[src/rtl/gambit_tail_ctrl.sv]
`default_nettype none
// ============================================================================
// Module   : gambit_tail_ctrl
// Purpose  : Sequences the issue-queue tail pointers, the reorder-buffer tail
//            and head pointers and the ROB occupancy count. Pointers advance
//            by the queued/committed counts each cycle; on a branch miss the
//            tails roll back behind the mispredicted branch and queuing is
//            stalled for one recovery cycle.
// Ports    : clk, rst_n            clock, async active-low reset
//            queued_cnt            instructions queued this cycle
//            commit_cnt            ROB entries retired this cycle
//            branchmiss            branch-miss pulse
//            miss_qid, miss_rid    IQ / ROB index of the mispredicted branch
//            tails, rob_tails      per-slot IQ / ROB tail pointers
//            rob_head, rob_count   oldest ROB entry / ROB occupancy
//            rob_full              fewer than RSLOTS entries free
//            stall                 queuing inhibited (recovery cycle)
//            err                   sticky protocol error
// Revision : 1.0 - initial release
// ============================================================================
module gambit_tail_ctrl #(
    parameter int IQ_ENTRIES = 8,
    parameter int RENTRIES   = 16,
    parameter int QSLOTS     = 3,
    parameter int RSLOTS     = 3,
    parameter int QB         = $clog2(IQ_ENTRIES),
    parameter int RB         = $clog2(RENTRIES)
) (
    input  logic                         clk,
    input  logic                         rst_n,
    input  logic [2:0]                   queued_cnt,
    input  logic [2:0]                   commit_cnt,
    input  logic                         branchmiss,
    input  logic [QB-1:0]                miss_qid,
    input  logic [RB-1:0]                miss_rid,
    output logic [QSLOTS-1:0][QB-1:0]    tails,
    output logic [RSLOTS-1:0][RB-1:0]    rob_tails,
    output logic [RB-1:0]                rob_head,
    output logic [RB:0]                  rob_count,
    output logic                         rob_full,
    output logic                         stall,
    output logic                         err
);

    localparam logic [QB:0] c_iq_depth  = (QB+1)'(IQ_ENTRIES);
    localparam logic [RB:0] c_rob_depth = (RB+1)'(RENTRIES);
    localparam logic [RB:0] c_full_thr  = (RB+1)'(RENTRIES - RSLOTS);
    localparam logic [RB:0] c_qslots    = (RB+1)'(QSLOTS);
    localparam logic [2:0]  c_qslots3   = 3'(QSLOTS);

    typedef enum logic [0:0] {
        S_RUN     = 1'b0,
        S_RECOVER = 1'b1
    } state_t;

    // Depth need not be a power of two, so wrap by a single conditional
    // subtract (both operands are always below the depth).
    function automatic logic [QB-1:0] iq_add(input logic [QB-1:0] a, input logic [QB-1:0] b);
        logic [QB:0] s;
        s = {1'b0, a} + {1'b0, b};
        if (s >= c_iq_depth) begin
            return QB'(s - c_iq_depth);
        end
        return QB'(s);
    endfunction

    function automatic logic [RB-1:0] rob_add(input logic [RB-1:0] a, input logic [RB-1:0] b);
        logic [RB:0] s;
        s = {1'b0, a} + {1'b0, b};
        if (s >= c_rob_depth) begin
            return RB'(s - c_rob_depth);
        end
        return RB'(s);
    endfunction

    // Distance from b forward to a around the ROB ring.
    function automatic logic [RB-1:0] rob_sub(input logic [RB-1:0] a, input logic [RB-1:0] b);
        if (a >= b) begin
            return a - b;
        end
        return RB'({1'b0, a} + c_rob_depth - {1'b0, b});
    endfunction

    state_t                       r_state;
    logic                         r_stall;
    logic                         r_err;
    logic [QSLOTS-1:0][QB-1:0]    r_tails;
    logic [RSLOTS-1:0][RB-1:0]    r_rob_tails;
    logic [RB-1:0]                r_head;
    logic [RB:0]                  r_count;

    logic [RB:0]   w_q_req;
    logic [RB:0]   w_q;
    logic [RB:0]   w_c;
    logic [RB:0]   w_free;
    logic          w_over;
    logic [RB-1:0] w_head_nxt;
    logic [RB-1:0] w_miss_off;
    logic [RB-1:0] w_dist;
    logic          w_br_commits;
    logic [QB-1:0] w_tail0_nxt;
    logic [RB-1:0] w_rtail0_nxt;
    logic [RB:0]   w_count_nxt;
    logic          w_err;

    always_comb begin
        // Clamp the requested counts so the pointers stay coherent even when
        // the producer violates the protocol.
        w_q_req    = (queued_cnt > c_qslots3) ? c_qslots : (RB+1)'(queued_cnt);
        w_c        = ((RB+1)'(commit_cnt) > r_count) ? r_count : (RB+1)'(commit_cnt);
        // Same-cycle commits free entries, so the clamp credits them.
        w_free     = c_rob_depth - r_count + w_c;
        w_q        = (w_q_req > w_free) ? w_free : w_q_req;
        // Upstream sizes its queue against the registered count, so asking
        // for more than is currently free is a protocol violation even when
        // same-cycle commits happen to make room.
        w_over     = ({1'b0, r_count} + {1'b0, w_q_req}) > {1'b0, c_rob_depth};
        w_head_nxt = rob_add(r_head, w_c[RB-1:0]);

        // The branch retires this cycle if it lies within the committed run.
        w_miss_off   = rob_sub(miss_rid, r_head);
        w_br_commits = ({1'b0, w_miss_off} < w_c);
        w_dist       = rob_sub(miss_rid, w_head_nxt);

        w_tail0_nxt  = r_tails[0];
        w_rtail0_nxt = r_rob_tails[0];
        w_count_nxt  = r_count - w_c;
        w_err        = ((RB+1)'(commit_cnt) > r_count);

        if (branchmiss) begin
            w_tail0_nxt = iq_add(miss_qid, QB'(1));
            if (w_br_commits) begin
                w_rtail0_nxt = w_head_nxt;
                w_count_nxt  = '0;
            end else begin
                w_rtail0_nxt = rob_add(miss_rid, RB'(1));
                w_count_nxt  = {1'b0, w_dist} + (RB+1)'(1);
            end
        end else if (r_state == S_RUN) begin
            w_tail0_nxt  = iq_add(r_tails[0], w_q[QB-1:0]);
            w_rtail0_nxt = rob_add(r_rob_tails[0], w_q[RB-1:0]);
            w_count_nxt  = r_count + w_q - w_c;
        end

        if (r_state == S_RECOVER) begin
            w_err = w_err || (queued_cnt != 3'd0);
        end else if (!branchmiss) begin
            w_err = w_err || (queued_cnt > c_qslots3) || w_over;
        end
    end

    always_ff @(posedge clk or negedge rst_n) begin
        if (!rst_n) begin
            for (int i = 0; i < QSLOTS; i++) begin
                r_tails[i] <= QB'(i);
            end
            for (int i = 0; i < RSLOTS; i++) begin
                r_rob_tails[i] <= RB'(i);
            end
            r_head  <= '0;
            r_count <= '0;
            r_err   <= 1'b0;
            r_stall <= 1'b0;
            r_state <= S_RUN;
        end else begin
            // Every slot is re-derived from slot 0 so the vectors never skew.
            for (int i = 0; i < QSLOTS; i++) begin
                r_tails[i] <= iq_add(w_tail0_nxt, QB'(i));
            end
            for (int i = 0; i < RSLOTS; i++) begin
                r_rob_tails[i] <= rob_add(w_rtail0_nxt, RB'(i));
            end
            r_head  <= w_head_nxt;
            r_count <= w_count_nxt;
            r_err   <= r_err | w_err;
            case (r_state)
                S_RUN: begin
                    if (branchmiss) begin
                        r_state <= S_RECOVER;
                        r_stall <= 1'b1;
                    end
                end
                S_RECOVER: begin
                    // A further miss re-applies the rollback and holds here.
                    if (!branchmiss) begin
                        r_state <= S_RUN;
                        r_stall <= 1'b0;
                    end
                end
                default: begin
                    r_state <= S_RUN;
                    r_stall <= 1'b0;
                end
            endcase
        end
    end

    assign tails     = r_tails;
    assign rob_tails = r_rob_tails;
    assign rob_head  = r_head;
    assign rob_count = r_count;
    assign rob_full  = (r_count > c_full_thr);
    assign stall     = r_stall;
    assign err       = r_err;

endmodule
`default_nettype wire

[config.mk]
export PLATFORM = sky130hd
export DESIGN_NAME = gambit_tail_ctrl
export DESIGN_NICKNAME = d
export VERILOG_FILES = /design/src/rtl/gambit_tail_ctrl.sv
export SDC_FILE = /design/constraint.sdc
export NUM_CORES = 1
export LEC_CHECK = 0
export ABC_CLOCK_PERIOD_IN_PS = 7600
export CORE_MARGIN = 3
export CORE_UTILIZATION = 54
export DETAILED_ROUTE_END_ITERATION = 8
export GPL_ROUTABILITY_DRIVEN = 0
export PLACE_DENSITY = 0.83
export SYNTH_ARGS = -nofsm -noshare
export SYNTH_HDL_FRONTEND = slang
export SYNTH_SLANG_ARGS = --single-unit
export TNS_END_PERCENT = 100
[constraint.sdc]
create_clock -name clk -period 7.6 [get_ports clk]
set_input_delay 1.14 -clock clk [delete_from_list [all_inputs] [get_ports clk]]
set_output_delay 1.14 -clock clk [all_outputs]
set_load 0.1 [all_outputs]
==> summary.txt, run 1 <==
Die
  • Number of core rows: 25
  • Full die area: 6100 sq um
  • Io pins: 49
  • Core ar.: 4880 sq um
  • Starting Density: 57.5%
  • Die Y: 78.1 microns
  • Die Wd: 78.1 microns

Global route
  • Grt met3 use: 4.93%
  • Initial antenna violation count: 0
  • Grt met1 use: 28.5%
  • Global route overflow: 0
  • Vias in the first global route: 2282
  • Busiest grt layer: met2
  • First-pass GRT wire length: 10800 microns
  • Global-route track usage on met2: 38.7%
  • Total Routing Usage GR: 22.5%
  • Largest net degree at the start of global routing: 32

Status
  • Outcome: complete, no violations

Worst setup path
  • CP delay by family, top: adder cells
  • Critical Path AT: 7.19 ns
  • Worst Setup SP: commit_cnt[1]
  • Kind of critical path: in2reg
  • Worst EP required: 7.73 ns
  • Critical Path Slowest Stage Cell: fa_1
  • WP depth: 24
  • CP cell instances: clkdlybuf4s50_1 -> ha_1 -> nor2b_1 -> o311ai_1 -> nor2_1 -> mux2_2 -> ha_1 -> ha_1 -> fa_1 -> inv_1 -> ha_1 -> a31oi_1 -> o211ai_2 -> mux2_2 -> inv_1 -> fa_1 -> fa_1 -> inv_1 -> a21o_1 -> a21oi_1 -> a22oi_1 -> o32ai_1 -> xnor2_1 -> o21ai_0
  • Largest stage delay, worst path: 0.49 ns
  • RR Startpoint: rob_count[1]
  • CP Launch Type: input pin
  • Number of cells on the worst reg-to-reg path: 24
  • CP dominant cell by count: ha_1
  • Crit path max fanout: 5
  • Worst setup EP type: flip-flop
  • CP bufs+invs: 4

Routing
  • Initial drt markers: 86
  • Residual DRC: 0
  • Vias per inst: 5.30
  • Via Count: 2164
  • Detailed Routing Iterations Pass 1: 4
  • Final wirelength: 6190 microns
  • Mean routed wirelength per cell: 15.2 microns
  • DRT antenna net count: 0

Clocking
  • Clk root buf: clkbuf_8
  • Hold buffer count at CTS: 0
  • Clock sinks: 31
  • TritonCTS clock tree: built
  • Post-CTS setup buffer count: 0
  • CTS clk-pin slew, worst paths: 0.07 ns
  • Post-CTS Resized: 0
  • Skew-Pair Late Insertion Delay: 0.28 ns
  • H-tree levels: 2
  • Total CTS buffers: 5
  • CTS max path bufs: 2

Job
  • Max-Cap Viols: 0

Timing
  • Worst setup margin: 0.539 ns
  • Final TNS setup: 0 ns
  • Relative slew slack: 32.0%
  • Worst Tran Pin Value: 1.02 ns
  • RSZ-0062 raised after global routing: no
  • Fin crit share: 92.9%
  • Worst-case clock skew: 0.00681 ns
  • Number of max-slew violations in the final report: 0
  • Final setup viols: 0
  • Tmin final: 7.06 ns
  • Count of final hold-check violations: 0
  • Peak Freq: 142 MHz

Synth
  • Async set-reset flop share out of synthesis: 100%
  • Warnings, synthesis: 0
  • #FFs+latches synth: 31
  • Avg Inst Size Synth: 9.71 sq um
  • Cell count after synthesis: 289
  • Number of synthesized flops with an enable pin: 0
  • Synthesized cell area: 2810 sq um
  • Ys flop type: dfrtp_1
  • Unique masters post-synth: 50
  • Sequential area share after synthesis: 27.8%

Place
  • Dpl cells: 400
  • Port Buffer Count: 48
  • Dpl ws: 0.296 ns
  • DP HPWL: 4930 microns

Min path
  • Worst Hold Path Cells: 1
  • Hold crit path type: reg2reg
  • Hold wc startpoint: err

Layout
  • Util after Layout: 71.1%
  • NumNets Final: 413
  • Antenna Cells: 0
  • Area grow syn2layout: 23.6%
  • Final std cells w/o fill: 408
  • Share of layout cells above drive strength 1: 8.50%
[sequential cells by signal, indices dropped and copies added (netlist names)]
| register | flops |
|---|---|
| rob_count | 5 |
| rob_tails | 11 |
| stall | 1 |
| tails | 8 |
| r_state | 1 |
| err | 1 |
| rob_head | 4 |
[final cells by class]
class	count	area [sq um]
Sequential cell	31	781
Multi-Input combinational cell	209	1830
Tap cell	67	83.8
Timing Repair Buffer	49	488
Inverter	44	166
Clock buffer	6	82.6
Fill cell	376	1410
Clock inverter	2	35.0
[synthesized netlist by cell type (2+ instances only)]
cell type,number,area (sq um)
dfrtp_1,27,676
clkbuf_1,4,15.0
a21o_1,8,60.1
or4_1,2,15.0
inv_1,41,154
a21oi_1,20,100
o21a_1,2,15.0
o21ai_0,8,40.0
o22ai_1,3,18.8
o211ai_1,2,15.0
and3_1,2,12.5
nor3_1,3,15.0
nand2_1,13,48.8
a21oi_2,2,17.5
a211oi_1,3,22.5
ha_1,46,576
mux2_2,3,33.8
nand3_1,4,20.0
a31oi_1,2,12.5
fa_1,11,220
inv_2,2,7.51
nor2_1,14,52.6
conb_1,2,7.51
buf_4,2,15.0
mux2i_1,6,60.1
xor2_1,13,114
xnor2_1,14,123
nor2b_1,4,25.0
dfstp_2,4,105
o31ai_1,2,15.0
[worst paths after layout]
check	endpoint	slack [ns]
min in group asynchronous	tails[1]	1.25
worst max register to register	rob_count[4]	1.15
worst max-delay path	rob_count[4]	0.54
worst min register to register	err	0.48
max in group asynchronous	rob_tails[4]	6.02
worst min-delay path	err	0.48
[cells in the final DEF, fill, tap and decap left out, types with 6 or more instances in the layout]
cell             instances
mux2i_1                  6
a21oi_1                 20
o21ai_0                  8
xnor2_1                 14
nor2_1                  14
clkbuf_8                 6
dfrtp_1                 27
nand2_1                 13
inv_1                   41
fa_1                    11
clkdlybuf4s50_1         48
ha_1                    46
a21o_1                   8
xor2_1                  13
[cell families (layout without fill, tap and decap cells)]
family | after synthesis | after routing | synth area share, %
AO/OA/AOI/OAI | 60 | 60 | 14.2
adder cells (fa/ha/maj) | 57 | 57 | 28.4
buffers and inverters | 51 | 101 | 7.13
AND/OR/NAND/NOR | 50 | 50 | 9.36
flip-flops | 31 | 31 | 27.8
XOR/XNOR | 28 | 28 | 9.01
multiplexers | 10 | 10 | 3.88
other | 2 | 4 | 0.268
[metrics by stage]
step                      hold WS (ns)  area, sq um
after floorplan                  0.711         2810
after global placement           0.499         3350
after detailed placement         0.468         3350
after CTS                        0.483         3470
after global routing             0.506         3470
final                            0.478         3470
[worst reg2reg max path, stage by stage (launching register included)]
cell and delay, ns:
dfrtp_1 0.52, inv_1 0.18, ha_1 0.31, nor2b_1 0.14, o311ai_1 0.41, nor2_1 0.21
mux2_2 0.37, ha_1 0.31, ha_1 0.24, fa_1 0.49, inv_1 0.06, ha_1 0.31
a31oi_1 0.24, o211ai_2 0.18, mux2_2 0.35, inv_1 0.16, fa_1 0.49, fa_1 0.48
inv_1 0.07, a21o_1 0.11, a21oi_1 0.08, a22oi_1 0.18, o32ai_1 0.14, xnor2_1 0.16
o21ai_0 0.09
[metal layers]
layer	wire [microns]	vias to the layer above	share of wire, %
met5	0	-	0
li1	-	1080	-
met4	119	0	1.9
met3	202	12	3.3
met1	2730	1032	44
met2	3140	40	51
Power of run 1 is left out: the tool's default activity adds up to more than one toggle a clock period on the data nets, which glitch-free logic cannot reach.
==> inputs of run 2 (changes only) <==
- MAX_ROUTING_LAYER: not set -> met4
==> run 2 against run 1 <==
Against the previous run: routed wire length is 0.15% higher; flip-flop and latch count did not move; critical path depth stayed put; global-route usage increased by 0.70 points; via count increased by 0.14%; die area did not move; register-to-register slack about the same; cell area unchanged; clock skew increased by 0.00081 ns.
==> summary.txt, run 2 (synthesis results as in run 1) <==
Routing
  • Post-Route M1 WL: 2730 microns (about the same)
  • Residual DRC: 0 (unchanged)
  • Via Count: 2167 (was 2164)
  • Final wirelength: 6200 microns (was 6190 microns)
  • DR WL met3: 183 microns (was 202 microns)
  • Mean routed wirelength per cell: 15.2 microns (about the same)
  • DRT antenna net count: 0 (unchanged)
  • Met2 WL: 3160 microns (was 3140 microns)
  • Detailed Routing Iterations Pass 1: 4 (unchanged)
  • Vias per inst: 5.31 (was 5.30)
  • Initial drt markers: 105 (was 86)
  • Uppermost routed layer: met4 (unchanged)

Worst setup path
  • CP dominant cell by count: ha_1 (unchanged)
  • CP cell instances: clkdlybuf4s50_1 -> ha_1 -> nor2b_1 -> o311ai_1 -> nor2_1 -> mux2_2 -> ha_1 -> ha_1 -> fa_1 -> inv_1 -> ha_1 -> a31oi_1 -> o211ai_2 -> mux2_2 -> inv_1 -> fa_1 -> fa_1 -> inv_1 -> a21o_1 -> a21oi_1 -> a22oi_1 -> o32ai_1 -> xnor2_1 -> o21ai_0 (unchanged)
  • Kind of critical path: in2reg (unchanged)
  • R2r endpoint: rob_count[4] (unchanged)
  • Critical Path AT: 7.19 ns (about the same)
  • R2r setup slk: 1.14 ns (was 1.15 ns)
  • Worst EP required: 7.73 ns (about the same)
  • Largest stage delay, worst path: 0.49 ns (about the same)
  • Worst setup EP type: flip-flop (unchanged)
  • CP bufs+invs: 4 (unchanged)
  • Crit path max fanout: 5 (unchanged)
  • CP Launch Type: input pin (unchanged)
  • RR Startpoint: rob_count[1] (unchanged)
  • Number of cells on the worst reg-to-reg path: 24 (unchanged)
  • CP delay by family, top: adder cells (unchanged)
  • Critical Path Slowest Stage Cell: fa_1 (unchanged)

Timing
  • RSZ-0062 raised after global routing: no (unchanged)
  • Hold slack: 0.478 ns (about the same)
  • Tmin final: 7.07 ns (was 7.06 ns)
  • Peak Freq: 141 MHz (was 142 MHz)
  • Count of final hold-check violations: 0 (unchanged)
  • Final TNS setup: 0 ns (unchanged)
  • Final setup viols: 0 (unchanged)
  • Relative slew slack: 31.7% (was 32.0%)
  • Worst Tran Pin Value: 1.02 ns (about the same)
  • Number of max-slew violations in the final report: 0 (unchanged)
  • Worst-case clock skew: 0.00762 ns (was 0.00681 ns)
  • Fin crit share: 93.0% (was 92.9%)

Clocking
  • CTS clk-pin slew, worst paths: 0.07 ns (about the same)
  • H-tree levels: 2 (unchanged)
  • Hold buffer count at CTS: 0 (unchanged)
  • Post-CTS Resized: 0 (unchanged)
  • CTS max path bufs: 2 (unchanged)
  • Clk root buf: clkbuf_8 (unchanged)
  • Post-CTS setup buffer count: 0 (unchanged)
  • TritonCTS clock tree: built (unchanged)
  • Clock sinks: 31 (unchanged)
  • Skew-Pair Late Insertion Delay: 0.29 ns (was 0.28 ns)
  • Total CTS buffers: 5 (unchanged)

Place
  • DP Area: 3350 sq um (unchanged)
  • DP HPWL: 4930 microns (unchanged)
  • Port Buffer Count: 48 (unchanged)

Status
  • Outcome: complete, no violations (unchanged)

Die
  • Core ar.: 4880 sq um (unchanged)
  • Starting Density: 57.5% (unchanged)
  • Die Y: 78.1 microns (unchanged)
  • Number of core rows: 25 (unchanged)
  • Full die area: 6100 sq um (unchanged)
  • Io pins: 49 (unchanged)
  • Die Wd: 78.1 microns (unchanged)

Layout
  • Max FFs per register: 11 (unchanged)
  • Register area: 781 sq um (unchanged)
  • Antenna Cells: 0 (unchanged)
  • NumNets Final: 413 (unchanged)
  • Util after Layout: 71.1% (unchanged)
  • Commonest non-fill, non-tap cell in the layout: clkdlybuf4s50_1 (unchanged)
  • Share of layout cells above drive strength 1: 8.50% (unchanged)
  • Multi-input logic area: 1830 sq um (unchanged)
  • Area grow syn2layout: 23.6% (unchanged)
  • Most frequent cells in the layout: 48 x clkdlybuf4s50_1, 46 x ha_1, 41 x inv_1 (unchanged)
  • Cell area after layout: 3470 sq um (unchanged)
  • Fillers: 376 (unchanged)

Global route
  • Largest net degree at the start of global routing: 32 (unchanged)
  • Global route overflow: 0 (unchanged)
  • First-pass GRT wire length: 10900 microns (was 10800 microns)
  • Initial antenna violation count: 0 (unchanged)
  • Total Routing Usage GR: 23.2% (was 22.5%)
  • Vias in the first global route: 2276 (was 2282)

Min path
  • Min-Delay Endpoint: err (unchanged)
  • Hold crit path type: reg2reg (unchanged)
  • Hold wc startpoint: err (unchanged)
  • Worst Hold Path Cells: 1 (unchanged)

Job
  • Max-Cap Viols: 0 (unchanged)
[run 2: metrics by stage]
step / cells / setup slack (ns)
6_report: 408 / 0.532
5_1_grt: 408 / 0.209
4_1_cts: 408 / 0.599
3_5_place_dp: 400 / 0.296
3_3_place_gp: 400 / 0.555
2_1_floorplan: 291 / 1.07
[run 2: how the worst max path moves through the flow]
| stage | cells after the start | slack, ns | startpoint | end |
|---|---|---|---|---|
| after detailed placement | 24 | 0.30 | commit_cnt[1] | rob_count[4] |
| after global routing | 24 | 0.21 | commit_cnt[1] | rob_count[4] |
| after floorplan | 25 | 1.07 | rob_count[1] | rob_count[4] |
| after global placement | 24 | 0.55 | commit_cnt[1] | rob_count[4] |
| after CTS | 24 | 0.60 | commit_cnt[1] | rob_count[4] |
| final | 24 | 0.53 | commit_cnt[1] | rob_count[4] |
[run 2: per-layer routing]
metal | track usage (%) | up-vias
met5 | - | -
met4 | 6.64 | 0
met3 | 5.05 | 12
met2 | 38.7 | 37
met1 | 28.6 | 1041
li1 | - | 1077
[run 2: area by class of cell]
cell class / instances / area share (%)
clock buffers: 6 / 2.38
clock inverters: 2 / 1.01
inverters: 44 / 4.80
multi-input cells: 209 / 52.8
flip-flops and latches: 31 / 22.5
well taps: 67 / 2.42
repair buffers: 49 / 14.1
Power of run 2 is left out for the same reason.
